===== src/rtl/bcd7seg_pkg.sv =====
// Shared constants and helpers for the BCD seven-segment counter: digit width,
// active-high segment patterns (A = bit 0) and an integer-to-packed-BCD converter.
package bcd7seg_pkg;

  localparam int BCD_W = 4;

  localparam logic [6:0] SEG_0     = 7'h3F;
  localparam logic [6:0] SEG_1     = 7'h06;
  localparam logic [6:0] SEG_2     = 7'h5B;
  localparam logic [6:0] SEG_3     = 7'h4F;
  localparam logic [6:0] SEG_4     = 7'h66;
  localparam logic [6:0] SEG_5     = 7'h6D;
  localparam logic [6:0] SEG_6     = 7'h7D;
  localparam logic [6:0] SEG_7     = 7'h07;
  localparam logic [6:0] SEG_8     = 7'h7F;
  localparam logic [6:0] SEG_9     = 7'h6F;
  localparam logic [6:0] SEG_BLANK = 7'h00;

  // Codes 10..15 never occur in normal operation; they show as blank.
  function automatic logic [6:0] seg_decode(input logic [3:0] digit);
    case (digit)
      4'd0:    seg_decode = SEG_0;
      4'd1:    seg_decode = SEG_1;
      4'd2:    seg_decode = SEG_2;
      4'd3:    seg_decode = SEG_3;
      4'd4:    seg_decode = SEG_4;
      4'd5:    seg_decode = SEG_5;
      4'd6:    seg_decode = SEG_6;
      4'd7:    seg_decode = SEG_7;
      4'd8:    seg_decode = SEG_8;
      4'd9:    seg_decode = SEG_9;
      default: seg_decode = SEG_BLANK;
    endcase
  endfunction

  // Converts up to four decimal digits; used only on elaboration constants.
  function automatic logic [15:0] int_to_bcd(input int unsigned value);
    int unsigned rest;
    rest       = value;
    int_to_bcd = '0;
    for (int d = 0; d < 4; d++) begin
      int_to_bcd[BCD_W*d +: BCD_W] = 4'(rest % 10);
      rest = rest / 10;
    end
  endfunction

endpackage


===== src/rtl/debounce_filter.sv =====
// Switch debouncer: the output level follows the raw input only after the two
// have disagreed for DEBOUNCE_LIMIT consecutive clock cycles.
module debounce_filter #(
  parameter int DEBOUNCE_LIMIT = 250000
) (
  input  logic clk,
  input  logic rst,
  input  logic raw,
  output logic level
);

  localparam int CNT_W = $clog2(DEBOUNCE_LIMIT + 1);

  logic [CNT_W-1:0] stable_cnt;

  // NOTE: sequential state is assigned with <= so every register samples the
  // pre-edge values; blocking assignments here would create order-dependent races.
  always_ff @(posedge clk or posedge rst) begin
    if (rst) begin
      level      <= 1'b0;
      stable_cnt <= '0;
    end else if (raw == level) begin
      stable_cnt <= '0;
    end else if (stable_cnt == CNT_W'(DEBOUNCE_LIMIT - 1)) begin
      level      <= raw;
      stable_cnt <= '0;
    end else begin
      stable_cnt <= stable_cnt + 1'b1;
    end
  end

endmodule


===== src/rtl/bcd_counter_7seg.sv =====
// Multi-digit BCD up/down counter with debounced switches, wrap pulse and
// registered seven-segment decode. Define AUTO_REPEAT_EN for hold-to-repeat.
module bcd_counter_7seg
  import bcd7seg_pkg::*;
#(
  parameter int NUM_DIGITS     = 2,
  parameter int MAX_VALUE      = 99,
  parameter int DEBOUNCE_LIMIT = 250000,
  parameter int SEG_ACTIVE_LOW = 1,
  parameter int HOLD_DELAY     = 12500000,
  parameter int REPEAT_PERIOD  = 2500000
) (
  input  logic                        i_Clk,
  input  logic                        i_Rst,
  input  logic                        i_Switch_Up,
  input  logic                        i_Switch_Down,
  input  logic                        i_Switch_Clear,
  output logic [BCD_W*NUM_DIGITS-1:0] o_Count_BCD,
  output logic                        o_Wrap,
  output logic [7*NUM_DIGITS-1:0]     o_Segment
);

  localparam int CW = BCD_W * NUM_DIGITS;
  localparam int SW = 7 * NUM_DIGITS;

  localparam logic [15:0]   MAX_BCD_ALL = int_to_bcd(MAX_VALUE);
  localparam logic [CW-1:0] MAX_BCD     = MAX_BCD_ALL[CW-1:0];
  localparam logic [6:0]    SEG_ZERO    = (SEG_ACTIVE_LOW != 0) ? ~SEG_0 : SEG_0;
  localparam logic [SW-1:0] SEG_RESET   = {NUM_DIGITS{SEG_ZERO}};

  logic          level_up, level_down, level_clear;
  logic          prev_up, prev_down, prev_clear;
  logic          press_up, press_down, press_clear;
  logic          step_up, step_down;
  logic [CW-1:0] count_q, count_d;
  logic          wrap_q, wrap_d;
  logic [SW-1:0] seg_q, seg_d;

  debounce_filter #(.DEBOUNCE_LIMIT(DEBOUNCE_LIMIT)) u_db_up (
    .clk(i_Clk), .rst(i_Rst), .raw(i_Switch_Up), .level(level_up)
  );
  debounce_filter #(.DEBOUNCE_LIMIT(DEBOUNCE_LIMIT)) u_db_down (
    .clk(i_Clk), .rst(i_Rst), .raw(i_Switch_Down), .level(level_down)
  );
  debounce_filter #(.DEBOUNCE_LIMIT(DEBOUNCE_LIMIT)) u_db_clear (
    .clk(i_Clk), .rst(i_Rst), .raw(i_Switch_Clear), .level(level_clear)
  );

  assign press_up    = level_up & ~prev_up;
  assign press_down  = level_down & ~prev_down;
  assign press_clear = level_clear & ~prev_clear;

`ifdef AUTO_REPEAT_EN
  localparam int HOLD_MAX = (HOLD_DELAY > REPEAT_PERIOD) ? HOLD_DELAY : REPEAT_PERIOD;
  localparam int HOLD_W   = $clog2(HOLD_MAX + 1);

  // Index 0 = Up, 1 = Down. hold_cnt counts down to the next repeat step.
  logic [1:0]        armed;
  logic [1:0]        rep_step;
  logic [1:0]        held;
  logic [1:0]        pressed;
  logic [HOLD_W-1:0] hold_cnt [2];

  assign held    = {level_down, level_up};
  assign pressed = {press_down, press_up};

  always_comb begin
    for (int i = 0; i < 2; i++) begin
      rep_step[i] = armed[i] && held[i] && (hold_cnt[i] == '0);
    end
  end

  always_ff @(posedge i_Clk or posedge i_Rst) begin
    if (i_Rst) begin
      armed <= '0;
      for (int i = 0; i < 2; i++) hold_cnt[i] <= '0;
    end else begin
      for (int i = 0; i < 2; i++) begin
        if (press_clear || !held[i]) begin
          armed[i]    <= 1'b0;
          hold_cnt[i] <= '0;
        end else if (pressed[i]) begin
          armed[i]    <= 1'b1;
          hold_cnt[i] <= HOLD_W'(HOLD_DELAY - 2);
        end else if (armed[i]) begin
          hold_cnt[i] <= (hold_cnt[i] == '0) ? HOLD_W'(REPEAT_PERIOD - 1)
                                             : hold_cnt[i] - 1'b1;
        end
      end
    end
  end

  assign step_up   = press_up | rep_step[0];
  assign step_down = press_down | rep_step[1];
`else
  assign step_up   = press_up;
  assign step_down = press_down;
`endif

  function automatic logic [CW-1:0] bcd_inc(input logic [CW-1:0] value);
    logic       carry;
    logic [3:0] digit;
    bcd_inc = value;
    carry   = 1'b1;
    for (int d = 0; d < NUM_DIGITS; d++) begin
      digit = value[BCD_W*d +: BCD_W];
      if (carry) begin
        if (digit == 4'd9) begin
          bcd_inc[BCD_W*d +: BCD_W] = 4'd0;
        end else begin
          bcd_inc[BCD_W*d +: BCD_W] = digit + 4'd1;
          carry = 1'b0;
        end
      end
    end
  endfunction

  function automatic logic [CW-1:0] bcd_dec(input logic [CW-1:0] value);
    logic       borrow;
    logic [3:0] digit;
    bcd_dec = value;
    borrow  = 1'b1;
    for (int d = 0; d < NUM_DIGITS; d++) begin
      digit = value[BCD_W*d +: BCD_W];
      if (borrow) begin
        if (digit == 4'd0) begin
          bcd_dec[BCD_W*d +: BCD_W] = 4'd9;
        end else begin
          bcd_dec[BCD_W*d +: BCD_W] = digit - 4'd1;
          borrow = 1'b0;
        end
      end
    end
  endfunction

  // NOTE: every always_comb output gets a default first, so no path leaves a
  // value unassigned and no latch is inferred.
  always_comb begin
    count_d = count_q;
    wrap_d  = 1'b0;
    if (press_clear) begin
      count_d = '0;
    end else if (step_up && !step_down) begin
      if (count_q == MAX_BCD) begin
        count_d = '0;
        wrap_d  = 1'b1;
      end else begin
        count_d = bcd_inc(count_q);
      end
    end else if (step_down && !step_up) begin
      if (count_q == '0) begin
        count_d = MAX_BCD;
        wrap_d  = 1'b1;
      end else begin
        count_d = bcd_dec(count_q);
      end
    end
  end

  always_comb begin
    seg_d = '0;
    for (int d = 0; d < NUM_DIGITS; d++) begin
      seg_d[7*d +: 7] = (SEG_ACTIVE_LOW != 0) ? ~seg_decode(count_q[BCD_W*d +: BCD_W])
                                              :  seg_decode(count_q[BCD_W*d +: BCD_W]);
    end
  end

  always_ff @(posedge i_Clk or posedge i_Rst) begin
    if (i_Rst) begin
      prev_up    <= 1'b0;
      prev_down  <= 1'b0;
      prev_clear <= 1'b0;
      count_q    <= '0;
      wrap_q     <= 1'b0;
      seg_q      <= SEG_RESET;
    end else begin
      prev_up    <= level_up;
      prev_down  <= level_down;
      prev_clear <= level_clear;
      count_q    <= count_d;
      wrap_q     <= wrap_d;
      seg_q      <= seg_d;
    end
  end

  assign o_Count_BCD = count_q;
  assign o_Wrap      = wrap_q;
  assign o_Segment   = seg_q;

endmodule

===== config.mk =====
export PLATFORM = sky130hd
export DESIGN_NAME = bcd_counter_7seg
export DESIGN_NICKNAME = d
export VERILOG_FILES = /design/src/rtl/bcd7seg_pkg.sv /design/src/rtl/debounce_filter.sv /design/src/rtl/bcd_counter_7seg.sv
export SDC_FILE = /design/constraint.sdc
export NUM_CORES = 1
export LEC_CHECK = 0
export BUFFER_PORTS_ARGS = -buffer_cell sky130_fd_sc_hd__buf_4
export CAP_MARGIN = 30
export CORE_MARGIN = 4
export CORE_UTILIZATION = 65
export DETAILED_ROUTE_END_ITERATION = 6
export GPL_TIMING_DRIVEN = 0
export PLACE_DENSITY = 0.85
export SYNTH_ARGS = -nofsm -noshare
export SYNTH_HDL_FRONTEND = slang
export SYNTH_SLANG_ARGS = --single-unit

===== constraint.sdc =====
create_clock -name i_Clk -period 5.55 [get_ports i_Clk]
set_clock_uncertainty 0.1 [all_clocks]
set_input_delay 1.11 -clock i_Clk [delete_from_list [all_inputs] [get_ports i_Clk]]
set_output_delay 1.11 -clock i_Clk [all_outputs]
set_load 0.02 [all_outputs]

Word level (Yosys, flattened, before mapping) --
Memory sizes are Yosys's and may differ from the RTL's. Index checks and enable logic that the tools add are counted.
Storage, ports and cells: register bits after elaboration 83, bits of input ports 5, bits in read-only memories 224, memories 2, logic and storage cells 87
Operators by class: bitwise gates (word level) 11, $add $sub $neg 7, reduce and logical (&&, ||, !) cells 13, equal/unequal tests 10, mux-type cells 31
Memory list:
- (name not given) | depth 16, bits a word 7, rd ports 1, clocked after memory_dff 0, wr ports 0, RTL line bcd7seg_pkg.sv:21 | case (digit)
- (name not given) | depth 16, bits a word 7, rd ports 1, clocked after memory_dff 0, wr ports 0, RTL line bcd7seg_pkg.sv:21
Operators with widths (number):
- $mux 18 | 6
- $add 18x1->18 const B | 3
- $eq 18x18->1 const B | 3
- $mux 8 | 5
- $mux 4 | 6
- $mux 1 | 14
- $not 7->7 | 2
- $add 4x1->4 const B | 2
- $eq 4x4->1 const B | 2
- $eq 8x8->1 const B | 1
- $logic_not 4->1 | 2
- $logic_not 8->1 | 1
- $sub 4x1->4 const B | 2
- $not 1->1 | 6
- $reduce_and 2->1 | 3
- $ne 4x2->1 const B | 1
- $reduce_bool 4->1 | 1
- $and 1x1->1 | 3
- $eq 1x1->1 | 3
- $reduce_and 3->1 | 1
- $reduce_bool 3->1 | 1
- $logic_and 1x1->1 | 2
- $logic_not 1->1 | 2

Depth between registers and ports, before layout --
word-level depth 12, mapped depth 8

By module --
From an unflattened synthesis, not the netlist that was laid out.
Second synthesis, totals: cells, all modules 433, area total of the unflattened synthesis 4361.7 um2
Modules (own cells, without submodules):
- debounce_filter | times used 3, area each 962.2 um2, cells an instance 93
- bcd_counter_7seg | times used 1, area each 1475.2 um2, cells an instance 154

Worst setup path after synthesis --
No wires, ideal clock.
path kind reg-to-reg, start reg count_q[1] (netlist: o_Count_BCD[1]), end reg count_q[4] (netlist: o_Count_BCD[4]), clock period less this slack 2080 ps, data required time 5329 ps, stages on the path, launching flop included 8, slack 3470 ps, data arrival time 1859 ps, buffers on the path 0, path through dfrtp_1 > inv_1 > ha_1 > nor3b_1 > nand3_1 > nand3_2 > o21ai_1 > a22o_1
On the way: longest elaborated chain between the ends 8, elaborated cells between the ends (all ways) 21, classes of those cells eq/ne (3); mux (14); reduce/logical (4)
RTL lines:
- from (decl) | RTL line bcd_counter_7seg.sv:35 | logic [CW-1:0] count_q, count_d;
- from (signal assigned) | RTL line bcd_counter_7seg.sv:180 | count_q <= count_d;
- $logic_not 4->1 | RTL line bcd_counter_7seg.sv:126 | if (digit == 4'd0) begin
- $mux 1 | RTL line bcd_counter_7seg.sv:126
- $mux 1 | RTL line bcd_counter_7seg.sv:151 | if (count_q == '0) begin
- $mux 1 | RTL line bcd_counter_7seg.sv:150 | end else if (step_down && !step_up) begin
- $mux 1 | RTL line bcd_counter_7seg.sv:143 | end else if (step_up && !step_down) begin
- $mux 1 | RTL line bcd_counter_7seg.sv:141 | if (press_clear) begin
- $reduce_bool 4->1 (no line)
- $reduce_and 3->1 (no line)
Several ways; a longest one is shown, not always the timed one. The select of a mux whose other input is x is not followed. A chain may end at the register's enable or synchronous reset.

Worst setup path after layout --
Ends and elaborated chain as after synthesis.

==> results.toml <==
[die]
dieHeight_um = 88.9
ioPinCount = 28
core_mm2 = 0.00635
initial_core_util = 0.669
fp.dieArea_mm2 = 0.00790
die_w_um = 88.9
fp-row-count = 29

[timing]
fin_crit_sh = 0.428
grt_setup_unrepaired = "no"
setup-violations-final = 0
finalMaxSlewViolations = 0
relSlewSlack = 0.630
timing.fmax_ghz = 0.421
worstMarginPinSlew_ns = 0.554
hold_viol = 0
fin_crit_ns = 2.37
final.setup.tns_ns = 0

[synthesis]
synth_seq_cells = 83
synth-edff-count = 0
avgSynthCellArea_um2 = 9.86
synthFlopType = "dfrtp_1"
synth_warnings = 0
synthTopCellsByArea = "dfrtp_1 (48%), nor2_1 (7.2%), xor2_1 (7.0%)"
syn_inst = 431
synth_nets = 451
async_flop_share = 1.00
synth.most_common_cell = "nor2_1"
netlist_top_cells_count = "nor2_1 (82), dfrtp_1 (81), nand2_1 (35), xor2_1 (34)"
synth_top_area_share = 0.477
synth.distinct_cells = 54
yosysTopAreaCell = "dfrtp_1"
synthesis.area_mm2 = 0.00425
yosysSeqAreaShare = 0.489

[power]
peakVddDrop_mv = 0.192
combPwrFrac = 0.034
p_sw_frac = 0.214
p_switching_mw = 0.245
clockPowerShare = 0.429
power_leakage_nw = 2.20
power.internal_mw = 0.900
power_mw = 1.15
p_seq_frac = 0.537
cellPowerDensity_mw_per_mm2 = 238

[routing]
drt_wl_total_mm = 8.55
dr.pass1.iters = 5
wl_per_cell_um = 15.5
vias = 3242
drc_errors = 0
dr.first_iter.drc_count = 176
antenna_left = 0
vias_per_cell = 5.87

[clock_network]
cts-hold-fix-buffers = 0
clk_pin_slew_ns = 0.08
post_cts_resized = 0
clockBufferDepth = 2
cts.root.buffer_cell = "clkbuf_8"
cts_tree = "done"
cts_sinks = 83
cts_setup_buffers = 0
clk_latency_ns = 0.36
htreeDepth = 3
cts_buffers = 9

[grt]
grt_pass1_vias = 3225
grt_usage = 0.237
antenna_found_initial = 0
overflow = 0
grt_max_degree = 48
grt_pass1_wl_mm = 14.7

[finish]
layout-drive-gt1-share = 0.158
diodes = 0
final_nets = 490
synthToLayoutAreaGrowth_pct = 13.1

[flow_run]
maxCapViolCount = 0

[worst_setup_path]
critical_path_arrival_ns = 2.51
critPathMaxFanout = 8
r2r_slack_ns = 3.18
cp-end-kind = "flip-flop"
worstSetupPathType = "reg -> reg"
cp-start-kind = "flip-flop"
required_ns = 5.69

[placement]
hpwlAfterDp_mm = 5.83
globalplace.congestion = 0.883
port_buffers = 27

[worst_hold_path]
hp-class = "reg -> reg"

[run_status]
status = "finished, final reports clean"
[layout make-up]
type,count,area [um2]
inverters,14,55.1
well taps,77,96.3
repair buffers,28,230
multi-input cells,323,2040
flip-flops and latches,83,2080
fillers,443,1540
clock inverters,4,72.6
plain buffers,11,75.1
clock buffers,12,155
[flip-flops by register name (all words and copies together) (netlist names)]
signal / flops
o_Count_BCD: 8
o_Segment: 14
o_Wrap: 1
prev_clear: 1
prev_down: 1
prev_up: 1
u_db_clear.level: 1
u_db_clear.stable_cnt: 18
u_db_down.level: 1
u_db_down.stable_cnt: 18
u_db_up.level: 1
u_db_up.stable_cnt: 18
[critical path: stages, from the launching register on]
cell     delay [ns]
dfrtp_1        0.48
inv_1          0.24
ha_1           0.26
nor3b_1        0.50
nand3_1        0.20
nand3_2        0.19
o21ai_1        0.10
a22o_1         0.19
[power by group through the flow]
stage / clock [mW] / combinational (mW) / sequential, mW
floorplan: 0 / 0.0264 / 0.626
global placement: 0 / 0.0352 / 0.627
detailed placement: 0 / 0.0395 / 0.627
CTS: 0.496 / 0.0400 / 0.615
global route: 0.523 / 0.0446 / 0.616
finish: 0.492 / 0.0386 / 0.615
[layout by cell type (no fill, tap or decap), types with 5 or more instances in the layout]
cell	synthesis	layout
nor2_1	82	82
dfrtp_1	81	81
nand2_1	35	35
xor2_1	34	34
buf_4	4	31
xnor2_1	19	19
nand3_1	19	19
ha_1	15	15
nand4_1	14	14
inv_1	14	13
a21oi_1	13	13
o21ai_0	12	12
clkbuf_8	0	11
nand2b_1	9	9
a31oi_1	6	6
nor4_2	5	5
[cells by family after synthesis]
family	count (synthesis)	share of synthesized area
compound gates	50	0.0736
xor+xnor	53	0.109
fa+ha+maj	15	0.0442
buf+inv	25	0.0300
flops	83	0.489
mux	3	0.00795
simple gates	202	0.246
[through the flow]
stage | utilization | instances | instance area, um2 | setup WS [ns] | hold slack, ns
floorplan | - | 431 | 4250 | 2.21 | 0.320
global placement | 0.716 | 535 | 4550 | 1.33 | 0.336
detailed placement | 0.721 | 536 | 4580 | 3.28 | 0.360
CTS | 0.757 | 552 | 4810 | 3.23 | 0.374
global route | 0.757 | 552 | 4810 | 3.04 | 0.389
finish | 0.757 | 552 | 4810 | 3.18 | 0.365
[worst paths after layout]
path | start | end | depth (start not counted)
setup / recovery | o_Count_BCD[1]$_DFFE_PP0P_ | o_Count_BCD[4]$_DFFE_PP0P_ | 7
hold / removal | u_db_up.level$_DFFE_PP0P_ | prev_up$_DFF_PP0_ | 0
setup reg to reg | o_Count_BCD[1]$_DFFE_PP0P_ | o_Count_BCD[4]$_DFFE_PP0P_ | 7
hold reg to reg | u_db_up.level$_DFFE_PP0P_ | prev_up$_DFF_PP0_ | 0
max in group asynchronous | i_Rst | o_Segment[6]$_DFF_PP1_ | 3
min in group asynchronous | i_Rst | u_db_down.stable_cnt[12]$_DFF_PP0_ | 2
[per-layer routing]
| metal | share of wire | GRT usage | vias up |
|---|---|---|---|
| met4 | 0.014 | 0.0673 | 0 |
| met5 | 0 | 0 | - |
| met2 | 0.50 | 0.406 | 98 |
| met1 | 0.43 | 0.308 | 1589 |
| li1 | - | - | 1543 |
| met3 | 0.053 | 0.0456 | 12 |
No activity file was read; power rests on OpenSTA's default activity.
